`config.mk`:
```
export PLATFORM = sky130hd
export DESIGN_NAME = wb_coef_ctrl_flat
export DESIGN_NICKNAME = d
export VERILOG_FILES = /design/src/rtl/wb_ctrl_pkg.sv /design/src/rtl/wb_ctrl_if.sv /design/src/rtl/wb_seq_div.sv /design/src/rtl/wb_coef_ctrl.sv /design/src/flat_wrapper.sv
export SDC_FILE = /design/constraint.sdc
export NUM_CORES = 1
export LEC_CHECK = 0
export CORE_ASPECT_RATIO = 0.5
export CORE_MARGIN = 2
export CORE_UTILIZATION = 40
export DETAILED_ROUTE_END_ITERATION = 16
export PLACE_DENSITY_LB_ADDON = 0.1
export RECOVER_POWER = 100
export SLEW_MARGIN = 10
export SYNTH_ARGS = -nofsm -noshare
export SYNTH_HDL_FRONTEND = slang
export SYNTH_HIERARCHICAL = 1
export SYNTH_SLANG_ARGS = --single-unit
```
`constraint.sdc`:
```
create_clock -name clk_i -period 3.2 [get_ports clk_i]
set_input_delay 0.32 -clock clk_i [delete_from_list [all_inputs] [get_ports clk_i]]
set_output_delay 0.32 -clock clk_i [all_outputs]
set_load 0.02 [all_outputs]
```
`src/rtl/wb_ctrl_pkg.sv`:
```
// Shared types and constants for the white balance coefficient controller.
package wb_ctrl_pkg;

  typedef enum logic [1:0] {
    WB_BYPASS = 2'd0,
    WB_AUTO   = 2'd1,
    WB_CAL    = 2'd2,
    WB_MANUAL = 2'd3
  } wb_mode_e;

  typedef enum logic [1:0] {
    WB_CH_R    = 2'd0,
    WB_CH_G    = 2'd1,
    WB_CH_B    = 2'd2,
    WB_CH_RSVD = 2'd3
  } wb_chan_e;

  typedef enum logic [1:0] {
    ST_IDLE  = 2'd0,
    ST_DIV_R = 2'd1,
    ST_DIV_B = 2'd2,
    ST_LOAD  = 2'd3
  } wb_state_e;

  // Unity gain in a fixed-point format with frac_width fractional bits.
  function automatic logic [31:0] unity_coef(input int unsigned frac_width);
    return 32'd1 << frac_width;
  endfunction

endpackage

```
`src/rtl/wb_ctrl_if.sv`:
```
// Control interface between the CSR block (master) and the coefficient controller (slave).
interface wb_ctrl_if;
  logic [1:0]  mode;
  logic        cal_stb;
  logic [1:0]  man_sel;
  logic [31:0] man_coef;
  logic        man_lock;
  logic [31:0] cur_coef;

  modport master (output mode, cal_stb, man_sel, man_coef, man_lock, input cur_coef);
  modport slave  (input mode, cal_stb, man_sel, man_coef, man_lock, output cur_coef);
endinterface

```
`src/rtl/wb_seq_div.sv`:
```
// Restoring unsigned divider: (dividend << SHIFT) / divisor, one quotient bit per
// cycle. o_done and o_quot are valid combinationally on the last iteration cycle;
// the quotient saturates to all ones on overflow or a zero divisor.
module wb_seq_div #(
  parameter int DVD_WIDTH = 32,
  parameter int SHIFT     = 12,
  parameter int Q_WIDTH   = 16
) (
  input  logic                 clk_i,
  input  logic                 rst_i,
  input  logic                 i_start,
  input  logic [DVD_WIDTH-1:0] i_dividend,
  input  logic [DVD_WIDTH-1:0] i_divisor,
  output logic                 o_busy,
  output logic                 o_done,
  output logic                 o_dz,
  output logic [Q_WIDTH-1:0]   o_quot
);
  localparam int N     = DVD_WIDTH + SHIFT;
  localparam int CNT_W = $clog2(N);

  logic                 r_busy;
  logic [CNT_W-1:0]     r_cnt;
  logic [DVD_WIDTH-1:0] r_rem;
  logic [DVD_WIDTH-1:0] r_dvs;
  logic [N-1:0]         r_quo;

  logic [DVD_WIDTH:0]   w_shift;
  logic [DVD_WIDTH-1:0] w_diff;
  logic                 w_ge;
  logic [DVD_WIDTH-1:0] w_rem_next;
  logic [N-1:0]         w_quo_next;
  logic                 w_last;

  // One restoring step: shift the next dividend bit in, subtract if it fits.
  always_comb begin
    w_shift    = {r_rem, r_quo[N-1]};
    w_ge       = (w_shift >= {1'b0, r_dvs});
    w_diff     = w_shift[DVD_WIDTH-1:0] - r_dvs;
    w_rem_next = w_ge ? w_diff : w_shift[DVD_WIDTH-1:0];
    w_quo_next = {r_quo[N-2:0], w_ge};
    w_last     = r_busy && (r_cnt == CNT_W'(N - 1));
  end

  // Iteration state; the dividend register shifts out as quotient bits shift in.
  always_ff @(posedge clk_i or negedge rst_i) begin
    if (!rst_i) begin
      r_busy <= 1'b0;
      r_cnt  <= '0;
      r_rem  <= '0;
      r_dvs  <= '0;
      r_quo  <= '0;
    end else if (i_start) begin
      r_busy <= 1'b1;
      r_cnt  <= '0;
      r_rem  <= '0;
      r_dvs  <= i_divisor;
      r_quo  <= {i_dividend, {SHIFT{1'b0}}};
    end else if (r_busy) begin
      r_rem <= w_rem_next;
      r_quo <= w_quo_next;
      r_cnt <= r_cnt + CNT_W'(1);
      if (w_last) r_busy <= 1'b0;
    end
  end

  assign o_busy = r_busy;
  assign o_done = w_last;
  assign o_dz   = (r_dvs == '0);
  assign o_quot = (o_dz || (|w_quo_next[N-1:Q_WIDTH])) ? '1 : w_quo_next[Q_WIDTH-1:0];

endmodule

```
`src/rtl/wb_coef_ctrl.sv`:
```
// White balance coefficient controller (slave side of wb_ctrl_if).
// Computes gray-world gains in auto/calibrate modes, holds manual gains, and
// applies the selected set at start of frame.
// Optional: define WB_COEF_CLAMP_EN to clamp computed R/B gains to [COEF_MIN, COEF_MAX].
module wb_coef_ctrl
  import wb_ctrl_pkg::*;
#(
  parameter int ACC_WIDTH  = 32,
  parameter int COEF_WIDTH = 16,
  parameter int FRAC_WIDTH = 12
`ifdef WB_COEF_CLAMP_EN
  ,
  parameter int COEF_MIN   = 1024,
  parameter int COEF_MAX   = 16383
`endif
) (
  input  logic                  clk_i,
  input  logic                  rst_i,
  wb_ctrl_if.slave              ctrl_if,
  input  logic                  sof_i,
  input  logic                  stat_valid_i,
  input  logic [ACC_WIDTH-1:0]  stat_r_i,
  input  logic [ACC_WIDTH-1:0]  stat_g_i,
  input  logic [ACC_WIDTH-1:0]  stat_b_i,
  output logic [COEF_WIDTH-1:0] coef_r_o,
  output logic [COEF_WIDTH-1:0] coef_g_o,
  output logic [COEF_WIDTH-1:0] coef_b_o,
  output logic                  coef_upd_o
);
  localparam logic [COEF_WIDTH-1:0] UNITY = COEF_WIDTH'(unity_coef(FRAC_WIDTH));

  // Computed gain post-processing applied when the pending set is written.
  function automatic logic [COEF_WIDTH-1:0] f_gain(input logic [COEF_WIDTH-1:0] v);
`ifdef WB_COEF_CLAMP_EN
    if (int'(v) < COEF_MIN) return COEF_WIDTH'(COEF_MIN);
    if (int'(v) > COEF_MAX) return COEF_WIDTH'(COEF_MAX);
`endif
    return v;
  endfunction

  wb_state_e r_state, w_state_next;
  logic w_capture, w_div_start, w_load;

  logic [ACC_WIDTH-1:0]  r_sum_g, r_sum_b;
  logic [COEF_WIDTH-1:0] r_div_r, r_div_b;
  logic [COEF_WIDTH-1:0] r_pend_r, r_pend_b;
  logic [COEF_WIDTH-1:0] r_man_r, r_man_g, r_man_b;
  logic [COEF_WIDTH-1:0] r_coef_r, r_coef_g, r_coef_b;
  logic [COEF_WIDTH-1:0] w_nxt_r, w_nxt_g, w_nxt_b;
  logic                  r_pend_valid, r_cal_arm, r_cal_done, r_cap_cal;
  logic                  r_lock_q, r_coef_upd;
  logic [31:0]           r_cur;

  logic                  w_div_busy, w_div_done, w_div_dz;
  logic [COEF_WIDTH-1:0] w_div_quot, w_div_q;
  logic [ACC_WIDTH-1:0]  w_div_dividend, w_div_divisor;

  // The R division is launched straight from the stat inputs so DIV_R spans
  // exactly the iteration count; the B division reuses the latched sums.
  assign w_div_dividend = (r_state == ST_IDLE) ? stat_g_i : r_sum_g;
  assign w_div_divisor  = (r_state == ST_IDLE) ? stat_r_i : r_sum_b;
  assign w_div_q        = w_div_dz ? '1 : w_div_quot;

  wb_seq_div #(
    .DVD_WIDTH (ACC_WIDTH),
    .SHIFT     (FRAC_WIDTH),
    .Q_WIDTH   (COEF_WIDTH)
  ) u_div (
    .clk_i      (clk_i),
    .rst_i      (rst_i),
    .i_start    (w_div_start),
    .i_dividend (w_div_dividend),
    .i_divisor  (w_div_divisor),
    .o_busy     (w_div_busy),
    .o_done     (w_div_done),
    .o_dz       (w_div_dz),
    .o_quot     (w_div_quot)
  );

  // FSM state register.
  always_ff @(posedge clk_i or negedge rst_i) begin
    if (!rst_i) r_state <= ST_IDLE;
    else        r_state <= w_state_next;
  end

  // FSM next state and control strobes.
  always_comb begin
    w_state_next = r_state;
    w_capture    = 1'b0;
    w_div_start  = 1'b0;
    w_load       = 1'b0;
    case (r_state)
      ST_IDLE: begin
        if (stat_valid_i && !w_div_busy &&
            ((wb_mode_e'(ctrl_if.mode) == WB_AUTO) || r_cal_arm || ctrl_if.cal_stb)) begin
          w_capture    = 1'b1;
          w_div_start  = 1'b1;
          w_state_next = ST_DIV_R;
        end
      end
      ST_DIV_R: begin
        if (w_div_done) begin
          w_div_start  = 1'b1;
          w_state_next = ST_DIV_B;
        end
      end
      ST_DIV_B: if (w_div_done) w_state_next = ST_LOAD;
      ST_LOAD: begin
        w_load       = 1'b1;
        w_state_next = ST_IDLE;
      end
      default: w_state_next = ST_IDLE;
    endcase
  end

  // Capture, division results, pending set and calibration bookkeeping.
  // Order matters: a cal_stb overrides a LOAD's cal_done, a capture consumes cal_arm.
  always_ff @(posedge clk_i or negedge rst_i) begin
    if (!rst_i) begin
      r_sum_g      <= '0;
      r_sum_b      <= '0;
      r_div_r      <= UNITY;
      r_div_b      <= UNITY;
      r_pend_r     <= UNITY;
      r_pend_b     <= UNITY;
      r_pend_valid <= 1'b0;
      r_cal_arm    <= 1'b0;
      r_cal_done   <= 1'b0;
      r_cap_cal    <= 1'b0;
    end else begin
      if (r_state == ST_DIV_R && w_div_done) r_div_r <= w_div_q;
      if (r_state == ST_DIV_B && w_div_done) r_div_b <= w_div_q;
      if (sof_i) r_pend_valid <= 1'b0;
      if (w_load) begin
        r_pend_r     <= f_gain(r_div_r);
        r_pend_b     <= f_gain(r_div_b);
        r_pend_valid <= 1'b1;
        if (r_cap_cal) r_cal_done <= 1'b1;
      end
      if (ctrl_if.cal_stb) begin
        r_cal_arm  <= 1'b1;
        r_cal_done <= 1'b0;
        r_cap_cal  <= 1'b0;
      end
      if (w_capture) begin
        r_sum_g   <= stat_g_i;
        r_sum_b   <= stat_b_i;
        r_cap_cal <= r_cal_arm | ctrl_if.cal_stb;
        r_cal_arm <= 1'b0;
      end
    end
  end

  // Manual register writes on a rising edge of man_lock.
  always_ff @(posedge clk_i or negedge rst_i) begin
    if (!rst_i) begin
      r_lock_q <= 1'b0;
      r_man_r  <= UNITY;
      r_man_g  <= UNITY;
      r_man_b  <= UNITY;
    end else begin
      r_lock_q <= ctrl_if.man_lock;
      if (ctrl_if.man_lock && !r_lock_q) begin
        case (wb_chan_e'(ctrl_if.man_sel))
          WB_CH_R: r_man_r <= ctrl_if.man_coef[COEF_WIDTH-1:0];
          WB_CH_G: r_man_g <= ctrl_if.man_coef[COEF_WIDTH-1:0];
          WB_CH_B: r_man_b <= ctrl_if.man_coef[COEF_WIDTH-1:0];
          default: ;
        endcase
      end
    end
  end

  // Source selection for the active set at the next start of frame.
  always_comb begin
    w_nxt_r = r_coef_r;
    w_nxt_g = r_coef_g;
    w_nxt_b = r_coef_b;
    case (wb_mode_e'(ctrl_if.mode))
      WB_BYPASS: begin
        w_nxt_r = UNITY; w_nxt_g = UNITY; w_nxt_b = UNITY;
      end
      WB_AUTO: begin
        if (r_pend_valid) begin
          w_nxt_r = r_pend_r; w_nxt_g = UNITY; w_nxt_b = r_pend_b;
        end
      end
      WB_CAL: begin
        if (!r_cal_done) begin
          w_nxt_r = UNITY; w_nxt_g = UNITY; w_nxt_b = UNITY;
        end else if (r_pend_valid) begin
          w_nxt_r = r_pend_r; w_nxt_g = UNITY; w_nxt_b = r_pend_b;
        end
      end
      WB_MANUAL: begin
        w_nxt_r = r_man_r; w_nxt_g = r_man_g; w_nxt_b = r_man_b;
      end
      default: ;
    endcase
  end

  // Active set update at start of frame, with a change pulse.
  always_ff @(posedge clk_i or negedge rst_i) begin
    if (!rst_i) begin
      r_coef_r   <= UNITY;
      r_coef_g   <= UNITY;
      r_coef_b   <= UNITY;
      r_coef_upd <= 1'b0;
    end else if (sof_i) begin
      r_coef_r   <= w_nxt_r;
      r_coef_g   <= w_nxt_g;
      r_coef_b   <= w_nxt_b;
      r_coef_upd <= (w_nxt_r != r_coef_r) || (w_nxt_g != r_coef_g) || (w_nxt_b != r_coef_b);
    end else begin
      r_coef_upd <= 1'b0;
    end
  end

  // Registered readback of the active coefficient picked by man_sel.
  always_ff @(posedge clk_i or negedge rst_i) begin
    if (!rst_i) begin
      r_cur <= 32'(UNITY);
    end else begin
      case (wb_chan_e'(ctrl_if.man_sel))
        WB_CH_R: r_cur <= 32'(r_coef_r);
        WB_CH_G: r_cur <= 32'(r_coef_g);
        WB_CH_B: r_cur <= 32'(r_coef_b);
        default: r_cur <= '0;
      endcase
    end
  end

  assign ctrl_if.cur_coef = r_cur;
  assign coef_r_o         = r_coef_r;
  assign coef_g_o         = r_coef_g;
  assign coef_b_o         = r_coef_b;
  assign coef_upd_o       = r_coef_upd;

endmodule

```
`src/flat_wrapper.sv`:
```
// flat-port wrapper written by rule: the top's interface ports become plain ports
module wb_coef_ctrl_flat import wb_ctrl_pkg::*;
#(
  parameter int ACC_WIDTH  = 32,
  parameter int COEF_WIDTH = 16,
  parameter int FRAC_WIDTH = 12

)
  (clk_i, rst_i, sof_i, stat_valid_i, stat_r_i, stat_g_i, stat_b_i, coef_r_o, coef_g_o, coef_b_o, coef_upd_o, ctrl_if_mode, ctrl_if_cal_stb, ctrl_if_man_sel, ctrl_if_man_coef, ctrl_if_man_lock, ctrl_if_cur_coef);
  wb_ctrl_if ctrl_if_i ();
  input  logic clk_i;
  input  logic rst_i;
  input  logic sof_i;
  input  logic stat_valid_i;
  input  logic [ACC_WIDTH-1:0] stat_r_i;
  input  logic [ACC_WIDTH-1:0] stat_g_i;
  input  logic [ACC_WIDTH-1:0] stat_b_i;
  output logic [COEF_WIDTH-1:0] coef_r_o;
  output logic [COEF_WIDTH-1:0] coef_g_o;
  output logic [COEF_WIDTH-1:0] coef_b_o;
  output logic coef_upd_o;
  input wire logic [$bits(ctrl_if_i.mode)-1:0] ctrl_if_mode;
  input wire logic [$bits(ctrl_if_i.cal_stb)-1:0] ctrl_if_cal_stb;
  input wire logic [$bits(ctrl_if_i.man_sel)-1:0] ctrl_if_man_sel;
  input wire logic [$bits(ctrl_if_i.man_coef)-1:0] ctrl_if_man_coef;
  input wire logic [$bits(ctrl_if_i.man_lock)-1:0] ctrl_if_man_lock;
  output wire logic [$bits(ctrl_if_i.cur_coef)-1:0] ctrl_if_cur_coef;
  assign ctrl_if_i.mode = ctrl_if_mode;
  assign ctrl_if_i.cal_stb = ctrl_if_cal_stb;
  assign ctrl_if_i.man_sel = ctrl_if_man_sel;
  assign ctrl_if_i.man_coef = ctrl_if_man_coef;
  assign ctrl_if_i.man_lock = ctrl_if_man_lock;
  assign ctrl_if_cur_coef = ctrl_if_i.cur_coef;
  wb_coef_ctrl #(.ACC_WIDTH(ACC_WIDTH), .COEF_WIDTH(COEF_WIDTH), .FRAC_WIDTH(FRAC_WIDTH)) u_core (.clk_i(clk_i), .rst_i(rst_i), .ctrl_if(ctrl_if_i), .sof_i(sof_i), .stat_valid_i(stat_valid_i), .stat_r_i(stat_r_i), .stat_g_i(stat_g_i), .stat_b_i(stat_b_i), .coef_r_o(coef_r_o), .coef_g_o(coef_g_o), .coef_b_o(coef_b_o), .coef_upd_o(coef_upd_o));
endmodule
```
### Word level (Yosys, flattened, before mapping)

Cells that the tools add are included.

* bits in registers: 379
* logic and storage cells: 115
* bits of input ports: 138

* bitwise gates (word level): 1
* eq/ne operators: 15
* reduce and logical (&&, ||, !) cells: 28
* order comparisons: 1
* muxes and demuxes: 43
* $add $sub $neg: 2

Operator list (number)
* 16-bit one-hot mux with 4 select lines: 3
* 32-bit two-way mux: 5
* 16-bit two-way mux: 8
* 44-bit two-way mux: 2
* 16-bit != test: 3
* 16-bit one-hot mux with 3 select lines: 1
* 33-bit by 32-bit greater-or-equal comparator with 1-bit output: 1
* 32-bit logical NOT: 1
* 32-bit subtractor: 1
* 28-bit OR reduction: 1
* 1-bit two-way mux: 17
* 6-bit two-way mux: 2
* 2-bit equality test (second input constant): 5
* 2-bit nonzero test: 5
* 2-bit one-hot mux with 4 select lines: 1
* 2-bit AND reduction: 4
* 6-bit by 1-bit adder with 6-bit output (second input constant): 1
* 2-bit by 1-bit equality test with 1-bit output (second input constant): 3
* 6-bit equality test (second input constant): 1
* 1-bit logical AND: 6
* 2-bit logical NOT: 3
* 2-bit two-way mux: 3
* 1-bit logical OR: 5
* 2-bit by 1-bit != test with 1-bit output (second input constant): 2
* other kinds (5): 6

### Logic depth before layout (Yosys ltp)

Gate-level depths: netlist of run 1.

* word-level depth: 7
* gate-level depth with buffers: 13
* mapped depth without buffers: 11

### By module

Netlist of run 1, hierarchy kept.

By module, submodules not included
* wb_coef_ctrl: seq. area each 6219.7 um^2, times used 1, area an instance 11838.9 um^2, cells an instance 1103
* wb_seq_div: seq. area each 2877.8 um^2, times used 1, area an instance 7173.1 um^2, cells an instance 808

### Least setup slack after synthesis of run 1

Ideal clock, no wire load.

* path kind: input to register
* from: in ctrl_if_mode[0]
* to: reg u_core.u_div.r_dvs[12]
* library setup time: 133 ps
* stages on the path: 11
* data required time: 3067 ps
* arrival: 2547 ps
* path slack: 521 ps
* cells stage by stage: nor2b_1 nor3_1 nor3b_1 nand2_1 clkbuf_1 buf_2 nand2_1 clkbuf_1 buf_1 clkbuf_1 o21ai_0

* cells in the longest elaborated chain, start to end: 6

Ends and longest elaborated chain
* start, declared: RTL line flat_wrapper.sv:22 `input wire logic [$bits(ctrl_if_i.mode)-1:0] ctrl_if_mode;`
* 2-bit by 1-bit equality test with 1-bit output: RTL line wb_coef_ctrl.sv:95 `((wb_mode_e'(ctrl_if.mode) == WB_AUTO) || r_cal_arm || ctrl_if.cal_stb)) begin`
* 1-bit logical OR (2 in a row): RTL line wb_coef_ctrl.sv:95
* 1-bit logical AND: RTL line wb_coef_ctrl.sv:94 `if (stat_valid_i && !w_div_busy &&`
* 1-bit two-way mux: RTL line wb_coef_ctrl.sv:94
* 1-bit one-hot mux with 2 select lines: RTL line wb_coef_ctrl.sv:92 `case (r_state)`
* via u_core.w_div_start: RTL line wb_coef_ctrl.sv:42 `logic w_capture, w_div_start, w_load;`
* end signal, assigned: RTL line wb_seq_div.sv:57 `r_dvs <= i_divisor;`
* end, declared: RTL line wb_seq_div.sv:25 `logic [DVD_WIDTH-1:0] r_dvs;`

The timed path passes the listed nets, and every way through them passes these cells.
A chain may end at the register's enable or synchronous reset.

### Worst setup path in the final report of run 1

* from: reg u_core.u_div.r_rem[7]
* to: reg u_core.u_div.r_rem[24]

* cells in the longest elaborated chain, start to end: 4
* elaborated cells on any way between the ends: 5

Ends and longest elaborated chain
* start, declared: RTL line wb_seq_div.sv:24 `logic [DVD_WIDTH-1:0] r_rem;`
* start signal, assigned: RTL line wb_seq_div.sv:60 `r_rem <= w_rem_next;`
* 32-bit subtractor / 33-bit by 32-bit greater-or-equal comparator with 1-bit output (equally long branches): RTL line wb_seq_div.sv:39, wb_seq_div.sv:38
* 32-bit two-way mux *: RTL line wb_seq_div.sv:40 `w_rem_next = w_ge ? w_diff : w_shift[DVD_WIDTH-1:0];`
* 32-bit two-way mux *: RTL line wb_seq_div.sv:59 `end else if (r_busy) begin`
* 32-bit two-way mux *: RTL line wb_seq_div.sv:53 `end else if (i_start) begin`

Mark *: on every way between the ends. The rest lies on a longest branch, timed or not. The select of a mux whose other input is x is not followed.

==> results of run 1 <==
==> final cells by class <==
type	instances	area, um^2	area share [%]
repair buffers	253	2371	10.40
well taps	638	798.3	3.501
clock inverters	8	96.34	0.4226
flip-flops and latches	363	9101	39.92
inverters	99	371.6	1.630
multi-input cells	1328	9005	39.50
clock buffers	51	1056	4.632
==> power groups by stage <==
stage | Sequential, uW | Combinational, uW | Clock [uW]
after floorplan | 6200 | 5570 | 0
after CTS | 6310 | 7850 | 4400
after global routing | 6430 | 8600 | 4560
after detailed placement | 6380 | 7810 | 0
final | 6300 | 7730 | 4250
after global placement | 6370 | 7760 | 0
==> per-layer routing <==
metal | global-route usage (%) | vias up | routed length (um)
li1 | - | 7092 | -
met1 | 29.64 | 7288 | 24960
met2 | 34.81 | 349 | 24330
met3 | 3.314 | 81 | 2268
met4 | 5.746 | 0 | 1316
met5 | 0 | - | 0
==> sequential cells by signal (all words and copies together) (netlist names), 32 cells and up <==
name / count
u_core/r_sum_g: 32
u_core/u_div/r_quo: 44
u_core/u_div/r_dvs: 32
u_core/u_div/r_rem: 32
u_core/r_sum_b: 32
==> kinds of logic after synthesis <==
family | share of synthesized area [%]
AO/OA/AOI/OAI | 16.42
XOR/XNOR | 1.474
adder cells (fa/ha/maj) | 2.540
buffers and inverters | 5.245
flip-flops | 47.85
multiplexers | 14.81
other | 0.01972
AND/OR/NAND/NOR | 11.64
==> cells in the final DEF, fill, tap and decap left out, types with 6 or more instances in the layout <==
| cell | synthesis | layout |
|---|---|---|
| a22oi_1 | 23 | 24 |
| xnor2_1 | 14 | 14 |
| mux2i_1 | 80 | 80 |
| clkbuf_8 | 0 | 12 |
| dfstp_2 | 11 | 11 |
| a21boi_0 | 12 | 12 |
| dfrtp_1 | 352 | 351 |
| inv_1 | 99 | 99 |
| clkbuf_16 | 0 | 35 |
| o211ai_1 | 8 | 8 |
| mux2_2 | 179 | 179 |
| buf_4 | 22 | 38 |
| buf_12 | 0 | 6 |
| nor2_1 | 127 | 127 |
| a21o_1 | 25 | 25 |
| a211oi_1 | 26 | 26 |
| nor3_1 | 14 | 14 |
| or2_2 | 15 | 15 |
| a31oi_1 | 14 | 14 |
| and3_1 | 8 | 8 |
| nand2b_1 | 10 | 10 |
| a22o_1 | 21 | 21 |
| ha_1 | 37 | 36 |
| conb_1 | 1 | 16 |
| xor2_1 | 18 | 18 |
| nand3_1 | 24 | 24 |
| clkbuf_2 | 0 | 8 |
| nand4_1 | 16 | 16 |
| a21oi_1 | 87 | 87 |
| nor2b_1 | 13 | 13 |
| and2_1 | 6 | 6 |
| a311oi_1 | 7 | 7 |
| clkbuf_1 | 86 | 17 |
| nand2_1 | 213 | 211 |
| clkdlybuf4s50_1 | 0 | 117 |
| dlygate4sd3_1 | 0 | 69 |
| o21ai_0 | 182 | 183 |
| nor4_1 | 22 | 22 |
| o22ai_1 | 30 | 30 |
==> worst max-delay path, cell delays in order (launching register included) <==
cell	delay, ps
dfrtp_1	430
ha_1	400
and4_1	250
nand3_1	110
nor4_1	340
nand4_1	150
o211ai_1	170
a21oi_2	90
buf_12	160
or4_1	520
a311oi_1	280
==> worst paths after layout <==
path                                              startpoint                                  to  slack [ps]  cells past startpoint
setup / recovery           u_core/u_div/r_rem[7]$_DFFE_PN0P_  u_core/u_div/r_rem[24]$_DFFE_PN0P_         180                     10
max in group asynchronous                              rst_i      u_core/r_sum_b[11]$_DFFE_PN0P_         520                      3
hold / removal                                   stat_b_i[5]       u_core/r_sum_b[5]$_DFFE_PN0P_         400                      2
setup reg to reg           u_core/u_div/r_rem[7]$_DFFE_PN0P_  u_core/u_div/r_rem[24]$_DFFE_PN0P_         180                     10
hold reg to reg               u_core/r_div_b[10]$_DFFE_PN0P_     u_core/r_pend_b[10]$_DFFE_PN0P_         480                      2
min in group asynchronous                              rst_i      u_core/r_man_g[10]$_DFFE_PN0P_         850                      2
==> stage by stage <==
stage	hold slack, ps	area [um^2]	std cells
detailed placement	328.5	21760	2680
global placement	330.8	21760	2680
floorplan	24.41	19070	1926
CTS	296.6	22920	2740
finish	401.1	22800	2740
global route	378.9	22800	2740
==> results.sh, run 1 <==
export IMPL_status="finished with violations"
export IMPL_violations="capacitance limit, slew limit"
export IMPL_root_buffer="clkbuf_16"
export IMPL_drt_iter0_drc=939
export IMPL_grt_overflow_total=0
export IMPL_finalWorstSetupSlack_ps=179.7
export IMPL_fp_dieW_um=312.3
export IMPL_grt_setup_unrepaired="no"
export IMPL_synth_ff_type="dfrtp_1"
export IMPL_setup_viol=0
export IMPL_synthTopCellsByCount="352 x dfrtp_1, 213 x nand2_1, 182 x o21ai_0, 179 x mux2_2, 127 x nor2_1"
export IMPL_cts_htree_levels=2
export IMPL_worst_slew_pin_slew_ps=1995
export IMPL_cts_tree="done"
export IMPL_cts_resized_gates=0
export IMPL_die_h_um=158.2
export IMPL_place_congestion=0.9182
export IMPL_dr_pass1_iters=5
export IMPL_hold_violations=0
export IMPL_start_util_pct=40.56
export IMPL_power_share_combinational_pct=42.3
export IMPL_cp_max_fo=12
export IMPL_antenna_found_initial=0
export IMPL_wire_per_inst_um=19.30
export IMPL_grt_max_degree=83
export IMPL_viasPerCell=5.405
export IMPL_power_density_nw_per_um2=802.0
export IMPL_coreArea_um2=46880
export IMPL_port_buffers=186
export IMPL_yosys_area_top_type="dfrtp_1"
export IMPL_ys_types=77
export IMPL_maxSlewHeadroom_pct=-32.99
export IMPL_switching_power_uw=6766
export IMPL_cap_violations=2
export IMPL_place_hpwl_um=38110
export IMPL_min_period_over_period_pct=94.38
export IMPL_gr_usage_all_layers_pct=21.33
export IMPL_seq_power_share_pct=34.5
export IMPL_fill_cells=4490
export IMPL_clkSlewWorstSetupHoldPaths_ps=60
export IMPL_clk_insertion_delay_late_ps=530
export IMPL_async_flop_share_pct=100.0
export IMPL_synth_seq_cells=363
export IMPL_required_ps=3610
export IMPL_finish_utilization_pct=48.64
export IMPL_cts_hold_buf=1
export IMPL_num_vias=14810
export IMPL_clock_power_share_pct=23.2
export IMPL_first_global_vias=14640
export IMPL_syn_instance_count=1911
export IMPL_swShare_pct=37.00
export IMPL_ys_seq_area_share_pct=47.85
export IMPL_slew_viol_final=115
export IMPL_layout_drive_gt1_share_pct=15.70
export IMPL_leakagePower_uw=0.01014
export IMPL_cts_sinks=363
export IMPL_rows=56
export IMPL_wl_um=52870
export IMPL_synth_area_um2=19010
export IMPL_drcViolationCount=0
export IMPL_final_antenna_net_count=0
export IMPL_grt_pass1_wl_um=83770
export IMPL_startpoint_type="flip-flop"
export IMPL_internal_power_uw=11520
export IMPL_place_ws_ps=220.4
export IMPL_ctsLongestPathBuffers=3
export IMPL_ys_top_cells_by_area="dfrtp_1 46%, mux2_2 11%, o21ai_0 4.8%"
export IMPL_synth_top_area_share_pct=46.33
export IMPL_power_uw=18280
export IMPL_io_pin_count=219
export IMPL_criticalPathCategory="flip-flop to flip-flop"
export IMPL_yosysMostFrequentCell="dfrtp_1"
export IMPL_ir_drop_uv=446.5
export IMPL_fin_crit_ps=3020
export IMPL_max_freq_mhz=331.1
export IMPL_area_growth_pct=19.92
export IMPL_crit_arrival_ps=3430
export IMPL_synth_edf_count=0
export IMPL_cp_end_kind="flip-flop"
export IMPL_synth_avg_cell_area_um2=9.949
export IMPL_yosysWarnings=6
export IMPL_cts_made_buffers=35
export IMPL_post_cts_buffers=0
export IMPL_num_antenna_cells=0
export IMPL_dieArea_um2=49400
export IMPL_timing_setup_tns_ps=0
export IMPL_hold_path_class="input port to flip-flop"
export IMPL_num_nets_final=2256
export IMPL_clock_skew_ps=17.46
(Power assumes the default switching activity.)
==> inputs of run 2 (changes only) <==
--- a/config.mk
+++ b/config.mk
@@ -5,6 +5,7 @@
 export SDC_FILE = /design/constraint.sdc
 export NUM_CORES = 1
 export LEC_CHECK = 0
+export ABC_CLOCK_PERIOD_IN_PS = 3200
 export CORE_ASPECT_RATIO = 0.5
 export CORE_MARGIN = 2
 export CORE_UTILIZATION = 40
==> results of run 2 <==
Same layout as run 1: the final DEF is identical, and so are final timing and power.
==> inputs of run 3 (changes only) <==
--- a/config.mk
+++ b/config.mk
@@ -5,14 +5,14 @@
 export SDC_FILE = /design/constraint.sdc
 export NUM_CORES = 1
 export LEC_CHECK = 0
-export ABC_CLOCK_PERIOD_IN_PS = 3200
+export ABC_CLOCK_PERIOD_IN_PS = 2830
 export CORE_ASPECT_RATIO = 0.5
 export CORE_MARGIN = 2
 export CORE_UTILIZATION = 40
 export DETAILED_ROUTE_END_ITERATION = 16
 export PLACE_DENSITY_LB_ADDON = 0.1
 export RECOVER_POWER = 100
-export SLEW_MARGIN = 10
+export SLEW_MARGIN = 20
 export SYNTH_ARGS = -nofsm -noshare
 export SYNTH_HDL_FRONTEND = slang
 export SYNTH_HIERARCHICAL = 1
==> constraint.sdc (replaced) <==
create_clock -name clk_i -period 2.83 [get_ports clk_i]
set_input_delay 0.283 -clock clk_i [delete_from_list [all_inputs] [get_ports clk_i]]
set_output_delay 0.283 -clock clk_i [all_outputs]
set_load 0.02 [all_outputs]
==> run 3 against run 2 <==
Net effect: the run now ends clean; hold slack worse by 60 ps; sequential share of layout area is 1.5 points lower; wire length is 1.8% higher; die area stayed put; critical path depth is 1 higher.
==> results.sh, run 3 (synthesis results as in run 1) <==
export IMPL_area_growth_pct=24.61
export IMPL_required_ps=3280
export IMPL_first_global_vias=14960
export IMPL_finalWorstSetupSlack_ps=117.0
export IMPL_max_freq_mhz=368.6
export IMPL_fp_dieW_um=312.3
export IMPL_start_util_pct=40.56
export IMPL_ir_drop_uv=509.1
export IMPL_worst_slew_pin_slew_ps=1407
export IMPL_cts_sinks=363
export IMPL_wire_per_inst_um=19.08
export IMPL_place_ws_ps=-36.90
export IMPL_drt_iter0_drc=1127
export IMPL_die_h_um=158.2
export IMPL_power_density_nw_per_um2=933.3
export IMPL_cp_max_fo=5
export IMPL_crit_arrival_ps=3160
export IMPL_postPlaceCellArea_um2=22320
export IMPL_slew_viol_final=0
export IMPL_fin_crit_ps=2713
export IMPL_setup_viol=0
export IMPL_final_antenna_net_count=0
export IMPL_fill_cells=4423
export IMPL_min_period_over_period_pct=95.86
export IMPL_grt_overflow_total=0
export IMPL_layout_drive_gt1_share_pct=19.98
export IMPL_num_antenna_cells=0
export IMPL_dieArea_um2=49400
export IMPL_largest_register_ffs=44
export IMPL_place_hpwl_um=39030
export IMPL_clkSlewWorstSetupHoldPaths_ps=60
export IMPL_final_common_cell="dfrtp_1"
export IMPL_wl_um=53810
export IMPL_root_buffer="clkbuf_16"
export IMPL_antenna_found_initial=1
export IMPL_r2r_slack_ps=120
export IMPL_dp_cells=2747
export IMPL_startpoint_type="flip-flop"
export IMPL_clock_skew_ps=20.04
export IMPL_drcViolationCount=0
export IMPL_port_buffers=186
export IMPL_gr_usage_all_layers_pct=21.80
export IMPL_coreArea_um2=46880
export IMPL_stdcell_area_um2=23690
export IMPL_viasPerCell=5.340
export IMPL_grt_max_degree=87
export IMPL_io_pin_count=219
export IMPL_leakagePower_uw=0.01056
export IMPL_top_register="u_core/u_div/r_quo"
export IMPL_place_congestion=0.9544
export IMPL_num_vias=15060
export IMPL_hold_path_class="input port to flip-flop"
export IMPL_finalNonFillerCells=2820
export IMPL_ctsLongestPathBuffers=3
export IMPL_num_nets_final=2333
export IMPL_timing_setup_tns_ps=0
export IMPL_cap_violations=0
export IMPL_dr_pass1_iters=5
export IMPL_hold_ws_ps=341.0
export IMPL_cts_htree_levels=2
export IMPL_grt_pass1_wl_um=84990
export IMPL_status="finished clean"
export IMPL_cts_tree="done"
export IMPL_maxSlewHeadroom_pct=6.189
export IMPL_final_cell_mix="351 x dfrtp_1, 211 x nand2_1, 179 x o21ai_0, 178 x mux2_2, 125 x nor2_1"
export IMPL_cts_made_buffers=36
export IMPL_criticalPathCategory="flip-flop to flip-flop"
export IMPL_clk_insertion_delay_late_ps=560
export IMPL_rows=56
export IMPL_grt_setup_unrepaired="no"
export IMPL_cp_end_kind="flip-flop"
export IMPL_hold_violations=0
[run 3: cell types whose count changed in the layout (fill, tap and decap cells not counted), moves of 3 or more]
cell / delta
inv_1: -4
buf_12: +3
inv_2: +4
ha_4: +9
buf_4: +65
ha_1: -12
clkbuf_8: -5
o21ai_0: -4
ha_2: +3
o21ai_1: +4
nand3_1: -3
clkinv_2: +4
clkbuf_16: +3
[run 3: per-layer routing]
layer	part of all wire (%)	vias to the layer above	global-route usage, %
li1	-	7243	-
met5	0	-	0
met1	47	7417	30.34
met3	4.5	76	3.511
met2	46	324	35.60
met4	2.1	0	5.495
[run 3: final timing paths]
path,from,endpoint,cells after the start
max in group asynchronous,rst_i,u_core/r_sum_b[26]$_DFFE_PN0P_,3
min reg2reg,u_core/r_div_r[1]$_DFFE_PN0P_,u_core/r_pend_r[1]$_DFFE_PN0P_,2
min in group asynchronous,rst_i,u_core/r_man_r[8]$_DFFE_PN0P_,2
max,u_core/u_div/r_rem[9]$_DFFE_PN0P_,u_core/u_div/r_rem[24]$_DFFE_PN0P_,11
max reg2reg,u_core/u_div/r_rem[9]$_DFFE_PN0P_,u_core/u_div/r_rem[24]$_DFFE_PN0P_,11
min,ctrl_if_cal_stb,u_core/r_cal_done$_DFFE_PN0P_,2
[run 3: final cells by class]
cell class                 count  area, um^2  share of cell area [%]
sequential                   363        9101                   38.42
clock buffer                  48        1059                   4.468
tap                          638       798.3                   3.370
clock inverter                15       191.4                  0.8081
inverter                      99       371.6                   1.569
multi-input combinational   1328        9199                   38.83
timing repair buffer         329        2970                   12.54
[run 3: worst max-delay path, stage by stage, from the launching register on]
cell and delay [ps]:
dfrtp_1 400, ha_4 300, buf_4 120, a21oi_1 80
o221a_1 270, o21ai_2 170, a31oi_4 60, a21oi_4 190
a21oi_2 110, buf_6 150, or4_4 530, a311oi_2 240
[run 3: stage by stage]
step / total power (uW) / util, %
after global routing: 23620 / 50.54
after global placement: 16590 / 47.61
after detailed placement: 16640 / 47.61
after CTS: 21970 / 50.34
final: 22110 / 50.54
after floorplan: 13310 / -
[run 3: what timing repair did]
action	4_1_cts	5_1_grt
buffers inserted	0	9
hold buffers	1	0
setup endpoints to repair	1	19
pin swaps	0	9
gates cloned	0	0
gates resized for setup	4	39
endpoints found under the hold margin	43	0
[run 3: power by group]
| part | internal (uW) | switching, uW | total [uW] |
|---|---|---|---|
| registers | 6240 | 901 | 7140 |
| logic | 4770 | 5040 | 9800 |
| clock network | 3000 | 2160 | 5160 |
| total | 14000 | 8100 | 22100 |
==> RTL edit: new RTL, config.mk and constraints of run 3 <==
Re-encode `wb_state_e` (4 states) as one-hot, 4 bits wide.
--- a/src/rtl/wb_ctrl_pkg.sv
+++ b/src/rtl/wb_ctrl_pkg.sv
@@ -15,11 +15,11 @@
     WB_CH_RSVD = 2'd3
   } wb_chan_e;
 
-  typedef enum logic [1:0] {
-    ST_IDLE  = 2'd0,
-    ST_DIV_R = 2'd1,
-    ST_DIV_B = 2'd2,
-    ST_LOAD  = 2'd3
+  typedef enum logic [3:0] {
+    ST_IDLE  = 4'b0001,
+    ST_DIV_R = 4'b0010,
+    ST_DIV_B = 4'b0100,
+    ST_LOAD  = 4'b1000
   } wb_state_e;
 
   // Unity gain in a fixed-point format with frac_width fractional bits.
Behaviour: no difference found for any inputs over 4 cycles, from zero or initial values and one cycle with rst_i low; so few cycles prove little.
==> RTL edit against run 3 <==
The flow now finishes with violations (max-capacitance violations, max-slew violations); worst setup slack worse by 16 ps; via count up 0.59%; utilization hardly changed; clock power shrank 8.5%; power decreased by 8.0%; sequential cell count up 2; die area up 0.72%; routed wire length increased by 2.7%; synthesized area is 0.74% higher; count of clock-buffer cells in the layout rose by 4; global-route usage is 0.30 points higher; final area grew 0.37%; largest power group unchanged.
==> RTL edit: results (changes against run 3) <==
========================================================================
Result of the run ......................................... finished with violations   was finished, final reports clean
Violations in the final reports ........................... max-capacitance violations, max-slew violations
Cell area after placement .................................  0.02252 mm2   was 0.02232 mm2
Nets ......................................................         2344   was 2333
Antenna diode count .......................................            1   was 0
Multi-input combinational gate total ......................         1341   was 1328
Data arrival, critical path ...............................      3100 ps   was 3160 ps
Number of sequential cells ................................          365   was 363
FF-to-FF setup slack ......................................       100 ps   was 120 ps
Clock buffers and inverters, area share ...................      0.04762   was 0.05276
Non-clock buffer share ....................................       0.1289   was 0.1254
Met1 wire length ..........................................     25140 um   was 25400 um
Via count of the routed design ............................        15150   was 15060
Pre-CTS setup slack .......................................    -135.3 ps   was -36.90 ps
Standby leakage power .....................................   0.01059 uW   was 0.01056 uW
Longest individual stage delay on the worst path ..........       410 ps   was 530 ps
Inverters excl. clock .....................................           95   was 99
Total wire length after detailed routing ..................     55260 um   was 53810 um
Adder-cell area share of the yosys netlist ................      0.02260   was 0.02540
Final core utilization ....................................       0.5050   was 0.5054
Final count of pins violating max slew ....................           31   was 0
Post-synthesis mux area share .............................       0.1516   was 0.1481
Repair and plain buffers ..................................          333   was 329
Count of different cell masters after synthesis ...........           78   was 77
Routed met3 length ........................................      2711 um   was 2425 um
Max-cap viol count ........................................            1   was 0
Crit-path max FO ..........................................           12   was 5
DRC violation total after the first TritonRoute iteration .          949   was 1127
Met1 track demand over resource ...........................       0.3018   was 0.3034
Fraction of the yosys area taken by sequential cells ......       0.4777   was 0.4785
========================================================================
RTL edit: cell types whose count changed after synthesis, moves of 13 or more:
cell	run 3	this run
sky130_fd_sc_hd__o21ai_0	182	197
sky130_fd_sc_hd__clkbuf_1	86	67
sky130_fd_sc_hd__a21oi_1	87	55
sky130_fd_sc_hd__buf_2	14	30
sky130_fd_sc_hd__nand2_1	213	243
sky130_fd_sc_hd__a21boi_0	12	25
sky130_fd_sc_hd__nor2_1	127	104
RTL edit: stage by stage:
step / cells / hold WS [ps] / TNS, ps
finish: 2836 / 271.3 / 0
global route: 2835 / 324.2 / -73.81
CTS: 2822 / 233.4 / -13.05
detailed placement: 2758 / 334.1 / -744.3
global placement: 2758 / 330.4 / -121.3
floorplan: 1930 / -12.59 / 0
RTL edit: path summary, 6_finish.rpt:
check / from / end / depth (start not counted)
worst max-delay path: u_core/u_div/r_rem[7] / u_core/u_div/r_rem[17] / 11
min in group clk_i: stat_b_i[21] / u_core/r_sum_b[21] / 2
worst min-delay path: rst_i / u_core/ctrl_if.cur_coef[3] / 2
worst max register to register: u_core/u_div/r_rem[7] / u_core/u_div/r_rem[17] / 11
worst min register to register: u_core/r_div_r[6] / u_core/r_div_r[6] / 2
max in group asynchronous: rst_i / u_core/u_div/r_quo[16] / 3
RTL edit: repair_timing:
action | 4_1_cts | 5_1_grt
setup endpoints to repair | 23 | 31
setup buffers | 0 | 11
gates cloned | 0 | 2
resized for setup | 3 | 42
pin swaps | 0 | 13
hold buffers | 1 | 0
endpoints found under the hold margin | 61 | 0
RTL edit: report_power, final:
part	internal, uW	switching, uW	leakage, uW	total, uW
clock network	2620	2100	0.000563	4720
registers	6170	806	0.00463	6970
logic	4210	4440	0.00540	8650
total	13000	7340	0.0106	20300
